<file path="config.mk">
export PLATFORM = sky130hd
export DESIGN_NAME = adding_machine_datapath
export DESIGN_NICKNAME = d
export VERILOG_FILES = /design/src/rtl/adding_machine_pkg.sv /design/src/rtl/adding_machine_alu.sv /design/src/rtl/adding_machine_datapath.sv
export SDC_FILE = /design/constraint.sdc
export NUM_CORES = 1
export LEC_CHECK = 0
export BUFFER_PORTS_ARGS = -buffer_cell sky130_fd_sc_hd__buf_2
export CAP_MARGIN = 20
export CORE_MARGIN = 2
export CORE_UTILIZATION = 35
export CTS_BUF_LIST = sky130_fd_sc_hd__clkbuf_16
export CTS_CLUSTER_SIZE = 30
export DETAILED_ROUTE_END_ITERATION = 10
export PLACE_DENSITY = 0.54
export SYNTH_ARGS = -nofsm -noshare
export SYNTH_HDL_FRONTEND = slang
export SYNTH_SLANG_ARGS = --single-unit
</file>
<file path="constraint.sdc">
create_clock -name clock -period 6.1 [get_ports clock]
set_input_delay 0.61 -clock clock [delete_from_list [all_inputs] [get_ports clock]]
set_output_delay 0.61 -clock clock [all_outputs]
set_load 0.01 [all_outputs]
</file>
<file path="src/rtl/adding_machine_pkg.sv">
// Shared widths, opcode encodings and instruction field helpers for the adding machine.
package adding_machine_pkg;

  localparam int DATA_W = 8;
  localparam int ADDR_W = 5;

  localparam logic [2:0] OP_ADD   = 3'b000;
  localparam logic [2:0] OP_LOAD  = 3'b001;
  localparam logic [2:0] OP_STORE = 3'b010;

  function automatic logic [2:0] opcode_field(input logic [DATA_W-1:0] instr);
    return instr[DATA_W-1 -: 3];
  endfunction

  function automatic logic [ADDR_W-1:0] operand_field(input logic [DATA_W-1:0] instr);
    return instr[ADDR_W-1:0];
  endfunction

endpackage

</file>
<file path="src/rtl/adding_machine_alu.sv">
// Combinational add/pass unit: adds the bus to ACC or passes the bus straight through.
module adding_machine_alu
  import adding_machine_pkg::*;
#(
  parameter int W = DATA_W
) (
  input  logic [W-1:0] acc_i,
  input  logic [W-1:0] bus_i,
  input  logic         pass_add_i,
  output logic [W-1:0] result_o,
  output logic         carry_o
);

  logic [W:0] sum;

  always_comb begin
    sum = {1'b0, acc_i} + {1'b0, bus_i};
    if (pass_add_i) begin
      result_o = sum[W-1:0];
      carry_o  = sum[W];
    end else begin
      result_o = bus_i;
      carry_o  = 1'b0;
    end
  end

endmodule

</file>
<file path="src/rtl/adding_machine_datapath.sv">
// Datapath for the adding machine: PC, IR, ACC, flags and memory address/data muxing,
// driven cycle by cycle by the controller's strobes.
module adding_machine_datapath #(
  parameter int DATA_W = adding_machine_pkg::DATA_W,
  parameter int ADDR_W = adding_machine_pkg::ADDR_W,
  parameter int CNT_W  = 16
) (
  input  logic              clock,
  input  logic              reset,
  input  logic              load_IR,
  input  logic              load_acc,
  input  logic              ld_pc,
  input  logic              clr_pc,
  input  logic              inc_pc,
  input  logic              sel_alu,
  input  logic              sel_bus,
  input  logic              pass_add,
  input  logic              ir_on_adr,
  input  logic              pc_on_adr,
  input  logic              mem_read,
  input  logic              mem_write,
  input  logic [DATA_W-1:0] mem_rdata,
  output logic [2:0]        opcode,
  output logic [ADDR_W-1:0] mem_addr,
  output logic [DATA_W-1:0] mem_wdata,
  output logic              mem_we,
  output logic              mem_re,
  output logic [DATA_W-1:0] acc,
  output logic [ADDR_W-1:0] pc,
  output logic              carry,
  output logic              zero,
  output logic              ctrl_error,
  output logic [CNT_W-1:0]  instr_count
);

  logic [ADDR_W-1:0] pc_q, pc_d;
  logic [DATA_W-1:0] ir_q, ir_d;
  logic [DATA_W-1:0] acc_q, acc_d;
  logic              carry_q, carry_d;
  logic              zero_q, zero_d;
  logic              err_q, err_d;
  logic [CNT_W-1:0]  cnt_q, cnt_d;

  logic [DATA_W-1:0] alu_result;
  logic              alu_carry;
  logic              acc_wr_ok;
  logic              err_set;

  adding_machine_alu #(.W(DATA_W)) u_alu (
    .acc_i      (acc_q),
    .bus_i      (mem_rdata),
    .pass_add_i (pass_add),
    .result_o   (alu_result),
    .carry_o    (alu_carry)
  );

  // Exactly one ACC source must be selected; anything else is a controller bug and holds ACC.
  assign acc_wr_ok = load_acc & (sel_alu ^ sel_bus);

  assign err_set = (pc_on_adr & ir_on_adr)
                 | (load_acc & ~(sel_alu ^ sel_bus))
                 | (mem_read & mem_write)
                 | (mem_write & load_acc);

  always_comb begin
    pc_d    = pc_q;
    ir_d    = ir_q;
    acc_d   = acc_q;
    carry_d = carry_q;
    zero_d  = zero_q;
    cnt_d   = cnt_q;
    err_d   = err_q | err_set;

    // Fetch asserts ld_pc together with inc_pc; increment must win.
    if (clr_pc)      pc_d = '0;
    else if (inc_pc) pc_d = pc_q + ADDR_W'(1);
    else if (ld_pc)  pc_d = ir_q[ADDR_W-1:0];

    if (load_IR) begin
      ir_d  = mem_rdata;
      cnt_d = cnt_q + CNT_W'(1);
    end

    if (acc_wr_ok) begin
      if (sel_alu) begin
        acc_d   = alu_result;
        carry_d = alu_carry;
      end else begin
        acc_d   = mem_rdata;
        carry_d = 1'b0;
      end
      zero_d = (acc_d == '0);
    end
  end

  always_ff @(posedge clock) begin
    if (reset) begin
      pc_q    <= '0;
      ir_q    <= '0;
      acc_q   <= '0;
      carry_q <= 1'b0;
      zero_q  <= 1'b1;
      err_q   <= 1'b0;
      cnt_q   <= '0;
    end else begin
      pc_q    <= pc_d;
      ir_q    <= ir_d;
      acc_q   <= acc_d;
      carry_q <= carry_d;
      zero_q  <= zero_d;
      err_q   <= err_d;
      cnt_q   <= cnt_d;
    end
  end

  always_comb begin
    mem_addr = '0;
    if (pc_on_adr)      mem_addr = pc_q;
    else if (ir_on_adr) mem_addr = ir_q[ADDR_W-1:0];
  end

  // Write data is the pre-edge ACC, so a coinciding ACC load never leaks into the store.
  assign mem_wdata   = acc_q;
  assign mem_we      = mem_write;
  assign mem_re      = mem_read | load_IR;
  assign opcode      = ir_q[DATA_W-1 -: 3];
  assign acc         = acc_q;
  assign pc          = pc_q;
  assign carry       = carry_q;
  assign zero        = zero_q;
  assign ctrl_error  = err_q;
  assign instr_count = cnt_q;

endmodule

</file>
==> results_dict.tcl <==
set metrics [dict create \
    worstPathMaxFanout 4 \
    yosys_register_bits 40 \
    dp.final_hpwl_mm 4.17 \
    gpl.final_weighted_congestion 0.841 \
    vias 2103 \
    final_critical_path_setup_slack_ns 3.87 \
    dpl_cells 403 \
    cp-start-kind "input port" \
    rsz0062_at_grt "no" \
    timing.final.max_slew_violations 0 \
    largest_net_degree_at_the_start_of_global_routing 39 \
    synth.lib_cells_used.distinct 45 \
    crit_end_element "register" \
    yosysWarnings 0 \
    static-leakage-power_nw 1.28 \
    track_usage_pct 15.8 \
    report.final.hold_viol_count 0 \
    routed_length_per_placed_instance_um 13.5 \
    route.detailed.vias_per_inst 5.12 \
    synth-async-reset-ratio_pct 0 \
    fp.dieArea_um2 7190 \
    critical_path_cell_by_cell "buf_2 > ha_1 > fa_1 > and3_1 > o21ba_2 > o21a_1 > o311ai_0 > a21oi_1" \
    maxClockFrequency_mhz 449 \
    clkLatencyLatePin_ns 0.28 \
    post_cts_hold_buffer_count 0 \
    fp.dieH_um 84.8 \
    ios 72 \
    synthCells 278 \
    timing_worst_slew_pin_value_ns 0.739 \
    timing.hold.worst.class "register to register" \
    synth_most_common_cell "sky130_fd_sc_hd__dfxtp_1" \
    crit_family "compound AO/OA/AOI/OAI gates" \
    critical_path_required_ns 6.23 \
    initial_utilization_pct 36.2 \
    first_pass_iters 4 \
    timing.critical_path.buf_inv 1 \
    synth-edff-count 0 \
    filler_cell_count 690 \
    synth_fp_nets 311 \
    grt_util_met1_pct 21.4 \
    ctsRootBufferMaster "sky130_fd_sc_hd__clkbuf_16" \
    setup-tns-final_ns 0 \
    antenna_found_initial 0 \
    synth.avg_cell_area_um2 8.22 \
    place.port_buffers 71 \
    yosys_most_used_dff "sky130_fd_sc_hd__dfxtp_1" \
    core-area_um2 6310 \
    grt_pass1_vias 1848 \
    tritoncts "yes" \
    cts.htree.levels 2 \
    slew_headroom_pct 50.7 \
    diodes 0 \
    cts-root-to-sink-buffers 2 \
    num_rows 29 \
    synth_commonest_cells "40 x sky130_fd_sc_hd__dfxtp_1, 34 x sky130_fd_sc_hd__nor2_1, 24 x sky130_fd_sc_hd__nand2_1, 18 x sky130_fd_sc_hd__a21oi_1, 14 x sky130_fd_sc_hd__o21ai_0" \
    syn_area_um2 2280 \
    wirelength_mm 5.56 \
    synth.yosys.seq_area_share_pct 35.0 \
    worst_setup_hold_path_clk_slew_ns 0.06 \
    cts_buffers 5 \
    finalClockSkew_ns 0.00433 \
    timing.final.crit_share_pct 36.5 \
    synth_top_cell_by_area "sky130_fd_sc_hd__dfxtp_1" \
    status "completed" \
    crit_arrival_ns 2.36 \
    grt_pass1_wl_mm 9.15 \
    synth.top_cells.by_area "sky130_fd_sc_hd__dfxtp_1 35%, sky130_fd_sc_hd__nor2_1 5.6%, sky130_fd_sc_hd__ha_1 5.5%" \
    hold_ws_ns 0.461 \
    area.growth.synth_to_final_pct 21.3 \
    final_antenna_net_count 0 \
    drt-initial-drc-count 100 \
    timing.critical_path.slowest_cell_delay_ns 0.40 \
    overflow 0 \
    drive_above_1_share_pct 24.9 \
    power.density_cell_area_nw_per_um2 253 \
    met3_usage_pct 3.34 \
    vdd_ir_drop_max_mv 0.116 \
    final_period_minus_worst_setup_slack_ns 2.23 \
    setup-violations-final 0 \
    drcViolationCount 0 \
    criticalPathCategory "input port to register" \
    max_cap_viol 0 \
    met2_usage_pct 24.8 \
    dp_slack_ns 3.57 \
    final_nets 366 \
    stdcell_count 411 \
    tritoncts_num_sinks 40 \
    chipWidth_um 84.8 \
    critPathSlowestCell "sky130_fd_sc_hd__fa_1" \
    grt_busiest_layer "met2" \
    postCtsSetupRepairBufs 0 \
    synth_top_cell_area_share_pct 35.0 \
    post_cts.resized_instances 0 \
]
## metrics by stage
stage / power [mW] / cell area (um^2) / utilization, %
CTS: 0.709 / 2770 / 43.9
global placement: 0.406 / 2600 / 41.2
global route: 0.735 / 2770 / 43.9
finish: 0.701 / 2770 / 43.9
floorplan: 0.372 / 2280 / -
detailed placement: 0.405 / 2600 / 41.2
## state kept, by name (all words and copies together), names as in the netlist
register / count
zero: 1
instr_count: 16
ctrl_error: 1
pc: 5
acc: 8
ir_q: 8
carry: 1
## placed cells by master (no fill, tap or decap), types with 3 or more instances in the layout
cell	n
sky130_fd_sc_hd__a211oi_1	4
sky130_fd_sc_hd__a21o_1	3
sky130_fd_sc_hd__a21oi_1	18
sky130_fd_sc_hd__a221oi_1	5
sky130_fd_sc_hd__and2_1	3
sky130_fd_sc_hd__and3_1	4
sky130_fd_sc_hd__buf_2	71
sky130_fd_sc_hd__clkbuf_16	5
sky130_fd_sc_hd__dfxtp_1	40
sky130_fd_sc_hd__ha_1	10
sky130_fd_sc_hd__inv_1	6
sky130_fd_sc_hd__mux2i_1	11
sky130_fd_sc_hd__nand2_1	24
sky130_fd_sc_hd__nand2b_1	4
sky130_fd_sc_hd__nand3_1	6
sky130_fd_sc_hd__nand4_1	4
sky130_fd_sc_hd__nor2_1	34
sky130_fd_sc_hd__nor2b_1	4
sky130_fd_sc_hd__nor3_1	13
sky130_fd_sc_hd__nor3b_1	3
sky130_fd_sc_hd__o21a_1	3
sky130_fd_sc_hd__o21ai_0	14
sky130_fd_sc_hd__or3_1	5
sky130_fd_sc_hd__xnor2_1	9
sky130_fd_sc_hd__xor2_1	7
## area by class of cell
| type | count | area (um^2) | share of cell area, % |
|---|---|---|---|
| clock buffer | 5 | 125 | 4.51 |
| clock inverter | 3 | 42.5 | 1.53 |
| inverter | 6 | 22.5 | 0.813 |
| multi-input combinational | 209 | 1330 | 47.9 |
| sequential | 40 | 801 | 28.9 |
| tap | 77 | 96.3 | 3.48 |
| timing repair buffer | 71 | 355 | 12.8 |
## metal layers
| layer | vias up | share of wire [%] |
|---|---|---|
| met5 | - | 0 |
| met4 | 0 | 1.6 |
| met3 | 7 | 4.1 |
| met2 | 43 | 46 |
| met1 | 968 | 49 |
| li1 | 1085 | - |
## power by group
group	total (mW)	switching, mW	leakage [nW]	internal (mW)
clock network	0.302	0.110	0.0814	0.192
logic	0.116	0.0667	0.867	0.0497
registers	0.283	0.0105	0.327	0.272
total	0.701	0.187	1.28	0.514
## path summary, 6_finish.rpt
check	depth (start not counted)	slack, ns	endpoint	from
worst max register to register	7	3.98	carry$_SDFFE_PP0P_	acc[0]$_SDFFE_PP0P_
worst min-delay path	2	0.46	carry$_SDFFE_PP0P_	carry$_SDFFE_PP0P_
worst min register to register	2	0.46	carry$_SDFFE_PP0P_	carry$_SDFFE_PP0P_
worst max-delay path	8	3.87	carry$_SDFFE_PP0P_	mem_rdata[0]
## kinds of logic after synthesis
| logic type | after synthesis | share of synthesized area (%) |
|---|---|---|
| XOR/XNOR | 16 | 6.13 |
| buffers and inverters | 29 | 6.79 |
| flip-flops | 40 | 35.0 |
| adder cells (fa/ha/maj) | 11 | 6.35 |
| multiplexers | 11 | 4.82 |
| AND/OR/NAND/NOR | 110 | 23.3 |
| AO/OA/AOI/OAI | 61 | 17.6 |
## worst register-to-register path, delay by kind of cell, from the launching register on
| family | cells | cell delay [ns] |
|---|---|---|
| and+or+nand+nor | 1 | 0.18 |
| AOI/OAI and AO/OA | 4 | 0.81 |
| adders and majority gates | 2 | 0.64 |
| DFF | 1 | 0.35 |
No activity file was read; power rests on OpenSTA's default activity.
